===== config.mk =====
export PLATFORM = sky130hd
export DESIGN_NAME = grant_idx_fifo_flat
export DESIGN_NICKNAME = d
export VERILOG_FILES = /design/src/rtl/grant_idx_fifo_if.sv /design/src/rtl/grant_idx_fifo.sv /design/src/flat_wrapper.sv
export SDC_FILE = /design/constraint.sdc
export NUM_CORES = 1
export LEC_CHECK = 0
export BUFFER_PORTS_ARGS = -buffer_cell sky130_fd_sc_hd__clkbuf_2
export CAP_MARGIN = 15
export CORE_MARGIN = 1
export CORE_UTILIZATION = 55
export CTS_CLUSTER_SIZE = 30
export DETAILED_ROUTE_END_ITERATION = 6
export GPL_TIMING_DRIVEN = 0
export PLACE_DENSITY = 0.75
export SLEW_MARGIN = 10
export SYNTH_ARGS = -nofsm -noshare
export SYNTH_HDL_FRONTEND = slang
export SYNTH_SLANG_ARGS = --single-unit

===== constraint.sdc =====
create_clock -name clk -period 2.5 [get_ports clk]
set_input_delay 0.5 -clock clk [delete_from_list [all_inputs] [get_ports clk]]
set_output_delay 0.5 -clock clk [all_outputs]
set_load 0.02 [all_outputs]

===== src/rtl/grant_idx_fifo_if.sv =====
`timescale 1ns/1ps
`default_nettype none
// ============================================================================
// Module   : grant_idx_fifo_if
// Brief    : Grant sample input and indexed valid/ready output bundle.
// Revision : 1.0
// ============================================================================
interface grant_idx_fifo_if #(
    parameter int N     = 8,
    parameter int DEPTH = 4,
    parameter int IW    = $clog2(N),
    parameter int LW    = $clog2(DEPTH) + 1
);
    logic          g_vld;
    logic [N-1:0]  grant;
    logic          g_idle;
    logic          out_valid;
    logic          out_ready;
    logic [IW-1:0] out_idx;
    logic [LW-1:0] level;
    logic          err_pulse;
    logic          err_sticky;
    logic          err_clr;
    logic          ovf_pulse;
    logic [7:0]    drop_cnt;

    // Master drives samples and consumes indices; slave is the FIFO block.
    modport master (
        output g_vld, grant, g_idle, out_ready, err_clr,
        input  out_valid, out_idx, level, err_pulse, err_sticky, ovf_pulse, drop_cnt
    );

    modport slave (
        input  g_vld, grant, g_idle, out_ready, err_clr,
        output out_valid, out_idx, level, err_pulse, err_sticky, ovf_pulse, drop_cnt
    );
endinterface
`default_nettype wire


===== src/rtl/grant_idx_fifo.sv =====
`timescale 1ns/1ps
`default_nettype none
// ============================================================================
// Module   : grant_idx_fifo
// Brief    : Validates one-hot grants, encodes them and queues indices.
// Revision : 1.0
// ============================================================================
module grant_idx_fifo #(
    parameter int N     = 8,
    parameter int IW    = $clog2(N),
    parameter int DEPTH = 4
) (
    input  logic             clk,
    input  logic             rst_n,
    grant_idx_fifo_if.slave  bus
);
    localparam int PW = $clog2(DEPTH);
    localparam int LW = PW + 1;

    localparam logic [1:0] ST_EMPTY   = 2'd0;
    localparam logic [1:0] ST_PARTIAL = 2'd1;
    localparam logic [1:0] ST_FULL    = 2'd2;

    logic [1:0]    state_q,      state_d;
    logic [LW-1:0] level_q,      level_d;
    logic [PW-1:0] wr_ptr_q,     wr_ptr_d;
    logic [PW-1:0] rd_ptr_q,     rd_ptr_d;
    logic [IW-1:0] mem_q [DEPTH];
    logic [IW-1:0] mem_d [DEPTH];
    logic          err_pulse_q,  err_pulse_d;
    logic          err_sticky_q, err_sticky_d;
    logic          ovf_pulse_q,  ovf_pulse_d;
    logic [7:0]    drop_cnt_q,   drop_cnt_d;

    logic          w_onehot;
    logic          w_idle;
    logic          w_good;
    logic          w_bad;
    logic          w_full;
    logic          w_empty;
    logic          w_pop;
    logic          w_push;
    logic          w_drop;
    logic [IW-1:0] w_idx;

    // Sample classification and encoding
    always_comb begin
        w_onehot = (bus.grant != '0) && ((bus.grant & (bus.grant - N'(1))) == '0);
        w_idle   = bus.g_vld && bus.g_idle && (bus.grant == '0);
        w_good   = bus.g_vld && !bus.g_idle && w_onehot;
        w_bad    = bus.g_vld && !w_idle && !w_good;
        w_idx    = '0;
        for (int i = 0; i < N; i++) begin
            if (bus.grant[i]) begin
                w_idx = IW'(i);
            end
        end
    end

    always_comb begin
        w_empty = (state_q == ST_EMPTY);
        w_full  = (state_q == ST_FULL);
        w_pop   = !w_empty && bus.out_ready;
        w_push  = w_good && (!w_full || w_pop);
        w_drop  = w_good && w_full && !w_pop;
    end

    always_comb begin
        mem_d    = mem_q;
        wr_ptr_d = wr_ptr_q;
        rd_ptr_d = rd_ptr_q;
        level_d  = level_q;
        if (w_push) begin
            mem_d[wr_ptr_q] = w_idx;
            wr_ptr_d        = wr_ptr_q + PW'(1);
        end
        if (w_pop) begin
            rd_ptr_d = rd_ptr_q + PW'(1);
        end
        if (w_push && !w_pop) begin
            level_d = level_q + LW'(1);
        end else if (w_pop && !w_push) begin
            level_d = level_q - LW'(1);
        end
    end

    // Occupancy view follows the next level so it always agrees with level_q
    always_comb begin
        state_d = ST_PARTIAL;
        if (level_d == '0) begin
            state_d = ST_EMPTY;
        end else if (level_d == LW'(DEPTH)) begin
            state_d = ST_FULL;
        end
    end

    always_comb begin
        err_pulse_d  = w_bad;
        err_sticky_d = err_sticky_q;
        if (w_bad) begin
            err_sticky_d = 1'b1;
        end else if (bus.err_clr) begin
            err_sticky_d = 1'b0;
        end
        ovf_pulse_d = w_drop;
        drop_cnt_d  = drop_cnt_q;
        if (w_drop && (drop_cnt_q != 8'hFF)) begin
            drop_cnt_d = drop_cnt_q + 8'd1;
        end
    end

    always_ff @(posedge clk or negedge rst_n) begin
        if (!rst_n) begin
            state_q      <= ST_EMPTY;
            level_q      <= '0;
            wr_ptr_q     <= '0;
            rd_ptr_q     <= '0;
            err_pulse_q  <= 1'b0;
            err_sticky_q <= 1'b0;
            ovf_pulse_q  <= 1'b0;
            drop_cnt_q   <= '0;
            for (int i = 0; i < DEPTH; i++) begin
                mem_q[i] <= '0;
            end
        end else begin
            state_q      <= state_d;
            level_q      <= level_d;
            wr_ptr_q     <= wr_ptr_d;
            rd_ptr_q     <= rd_ptr_d;
            err_pulse_q  <= err_pulse_d;
            err_sticky_q <= err_sticky_d;
            ovf_pulse_q  <= ovf_pulse_d;
            drop_cnt_q   <= drop_cnt_d;
            mem_q        <= mem_d;
        end
    end

    // Index is forced to zero while empty so stale entries never leak out
    assign bus.out_valid  = !w_empty;
    assign bus.out_idx    = w_empty ? '0 : mem_q[rd_ptr_q];
    assign bus.level      = level_q;
    assign bus.err_pulse  = err_pulse_q;
    assign bus.err_sticky = err_sticky_q;
    assign bus.ovf_pulse  = ovf_pulse_q;
    assign bus.drop_cnt   = drop_cnt_q;

endmodule
`default_nettype wire


===== src/flat_wrapper.sv =====
// flat-port wrapper written by rule: the top's interface ports become plain ports
module grant_idx_fifo_flat 
#(
    parameter int N     = 8,
    parameter int IW    = $clog2(N),
    parameter int DEPTH = 4
)
  (clk, rst_n, bus_g_vld, bus_grant, bus_g_idle, bus_out_ready, bus_err_clr, bus_out_valid, bus_out_idx, bus_level, bus_err_pulse, bus_err_sticky, bus_ovf_pulse, bus_drop_cnt);
  grant_idx_fifo_if #(.N(N), .DEPTH(DEPTH), .IW(IW)) bus_i ();
  input  logic clk;
  input  logic rst_n;
  input wire logic [$bits(bus_i.g_vld)-1:0] bus_g_vld;
  input wire logic [$bits(bus_i.grant)-1:0] bus_grant;
  input wire logic [$bits(bus_i.g_idle)-1:0] bus_g_idle;
  input wire logic [$bits(bus_i.out_ready)-1:0] bus_out_ready;
  input wire logic [$bits(bus_i.err_clr)-1:0] bus_err_clr;
  output wire logic [$bits(bus_i.out_valid)-1:0] bus_out_valid;
  output wire logic [$bits(bus_i.out_idx)-1:0] bus_out_idx;
  output wire logic [$bits(bus_i.level)-1:0] bus_level;
  output wire logic [$bits(bus_i.err_pulse)-1:0] bus_err_pulse;
  output wire logic [$bits(bus_i.err_sticky)-1:0] bus_err_sticky;
  output wire logic [$bits(bus_i.ovf_pulse)-1:0] bus_ovf_pulse;
  output wire logic [$bits(bus_i.drop_cnt)-1:0] bus_drop_cnt;
  assign bus_i.g_vld = bus_g_vld;
  assign bus_i.grant = bus_grant;
  assign bus_i.g_idle = bus_g_idle;
  assign bus_i.out_ready = bus_out_ready;
  assign bus_i.err_clr = bus_err_clr;
  assign bus_out_valid = bus_i.out_valid;
  assign bus_out_idx = bus_i.out_idx;
  assign bus_level = bus_i.level;
  assign bus_err_pulse = bus_i.err_pulse;
  assign bus_err_sticky = bus_i.err_sticky;
  assign bus_ovf_pulse = bus_i.ovf_pulse;
  assign bus_drop_cnt = bus_i.drop_cnt;
  grant_idx_fifo #(.N(N), .IW(IW), .DEPTH(DEPTH)) u_core (.clk(clk), .rst_n(rst_n), .bus(bus_i));
endmodule

==> results.ini <==
[clock_network]
hold_buffers = 0
clk_latency_ps = 320
htree_levels = 2
clock_sinks = 32
cts_tree = yes
cts_made_buffers = 5
clockBufferDepth = 2
cts_setup_buffers = 0
cts-resized-gates = 0
cts.clk_slew.worst_paths_ps = 100
root_buffer = clkbuf_4

[layout]
fin_util_pct = 68.5
final_cell_count_no_fill = 242
antennaDiodeCount = 0
layout-drive-gt1-share_pct = 34.3
mostFrequentLayoutCell = dfrtp_1
area_delta_synth_final_pct = 15.8
nets = 218
mostFrequentLayoutCells = 32 x dfrtp_1, 31 x clkbuf_2, 12 x xnor2_1, 11 x mux2_4

[synthesis]
synth_fa_ha_area_share_pct = 5.32
synth_edf_count = 0
synth_mux_area_share_pct = 15.7
synth.avg_cell_area_um2 = 11.5
ys_warn_count = 0
yosysSeqAreaShare_pct = 43.7
synth_ff_type = dfrtp_1
synth_cell_types = 39
synthSimpleGateAreaFrac_pct = 18.0
synth_xor_area_share_pct = 5.73
async_reset_ff_share_pct = 100
synth_area_leaders = dfrtp_1 44%, mux2_4 9.0%, xnor2_1 5.7%
yosys.area.top_type_share_pct = 43.7
synth_top_family_by_area = simple AND/OR/NAND/NOR gates
synth_area_leader_cell = dfrtp_1
synth_compound_area_share_pct = 8.94
synth_fp_nets = 180
synth_area_mm2 = 0.00183
synth_cells = 159
ys_ff_latch = 32

[worst_setup_path]
reg2reg_depth = 5
crit_path_max_fanout = 5
ff2ff_setup_slack_ps = 450
required_ps = 2000
timing.rr.start = u_core.state_q[0]
cp-start-kind = flip-flop
r2r_end = u_core.bus.drop_cnt[1]
end_kind = primary output
criticalPathCategory = flip-flop to primary output
crit_arrival_ps = 1810

[timing]
tns_ps = 0
relSlewSlack_pct = 49.7
worst_pin_slew_ps = 754
worst_slack_ps = 192
slew_violations = 0
fin_crit_ps = 2310
setup_viol = 0
timing_hold_violations_final = 0
finClkSkew_ps = 4.39
grt_setup_unrepaired = false
finalCritPeriodShare_pct = 92.3
max_freq_mhz = 433

[die]
die_w_um = 59.8
io_pins = 32
start_util_pct = 59.1
die_y_um = 59.8
design.die.area_mm2 = 0.00357
core.rowCount = 20
core-area_mm2 = 0.00310

[place]
gp_congestion = 0.817
dp_slack_ps = 31.8
dp_cells = 234
dp_hpwl_mm = 2.65
portBuffers = 31

[hold_path]
hold_path.class = primary input to asynchronous set/reset pin

[global_routing]
grt_pass1_wl_mm = 5.95
grt_max_degree = 33
grt-busiest-layer = met2
grt_util_all_layers_pct = 22.8
met3_usage_pct = 3.90
grtUsageMet1_pct = 28.6
use_met2_pct = 39.8
antenna_found_initial = 0
grt_pass1_vias = 1270
grt.overflow.total = 0

[run_status]
outcome = finished, final reports clean

[route]
drt-total-wl_mm = 3.38
via_count = 1295
drtIter0Drc = 54
postRouteAntennaNets = 0
wl_per_cell_um = 14.0
route.detailed.drc = 0
dr.pass1.iters = 4
via_per_inst = 5.35

[power_and_ir_drop]
power.density_mw_per_mm2 = 734
p_leak_nw = 0.994
irDropWorstVdd_v = 0.000471
finalPower_mw = 1.56

[flow_run]
cap_violations = 0

-- registers in the layout, indices dropped and copies added, names as in the netlist --
name / count
u_core.bus.err_sticky: 1
u_core.wr_ptr_q: 2
u_core.mem_q: 12
u_core.bus.ovf_pulse: 1
u_core.bus.err_pulse: 1
u_core.bus.drop_cnt: 8
u_core.bus.level: 3
u_core.rd_ptr_q: 2
u_core.state_q: 2
-- per-layer routing --
layer / share of wire, % / wire length [um]
met4: 1.2 / 40
met3: 3.1 / 104
met1: 45 / 1530
met2: 50 / 1700
met5: 0 / 0
-- power breakdown --
part           internal, mW  total, mW  switching, mW
clock                 0.208      0.395          0.187
combinational         0.214      0.487          0.273
sequential            0.597      0.677         0.0800
-- critical path, stage by stage (launching register included) --
cell and delay (ps):
dfrtp_1 340, clkbuf_1 290, mux4_2 550, nor2b_1 140
clkbuf_2 160
-- how the worst max path moves through the flow --
stage	to	slack [ps]	startpoint	cells after the start
detailed placement	u_core.mem_q[0]	30	bus_grant[3]	8
CTS	bus_out_idx[0]	160	u_core.rd_ptr_q[0]	4
finish	bus_out_idx[0]	190	u_core.rd_ptr_q[0]	4
floorplan	u_core.mem_q[0]	400	bus_grant[3]	7
global route	bus_out_idx[0]	40	u_core.rd_ptr_q[0]	4
global placement	u_core.mem_q[8]	110	bus_grant[3]	8
-- logic make-up (layout without fill, tap and decap cells) --
kind of cell,after synthesis,count (layout)
xor+xnor,12,12
mux,19,19
fa+ha+maj,8,8
compound gates,22,22
flops,32,32
buf+inv,11,50
simple gates,55,55
-- through the flow --
stage	instance area [um2]	hold WS, ps
after floorplan	1830	204
after global placement	2040	479
after detailed placement	2040	487
after CTS	2120	265
after global routing	2120	278
final	2120	223
-- layout make-up --
class | count | area, um2
clock buffers | 5 | 37.5
multi-input cells | 116 | 985
clock inverters | 3 | 42.5
inverters | 8 | 30.0
flip-flops and latches | 32 | 801
plain buffers | 3 | 18.8
fillers | 262 | 978
repair buffers | 31 | 155
well taps | 44 | 55.1
-- Yosys cell counts, drive strengths merged (2+ instances only) --
master,instances
xnor2,12
a21oi,6
a21o,2
clkbuf,2
nor4b,2
a211oi,2
mux2,15
nand3,7
nand4,4
nor2,9
and2,6
nor2b,5
inv,8
and3,7
o21ai,7
nand2,10
mux4,3
ha,7
dfrtp,32
Power figures use the tool's default switching activity.
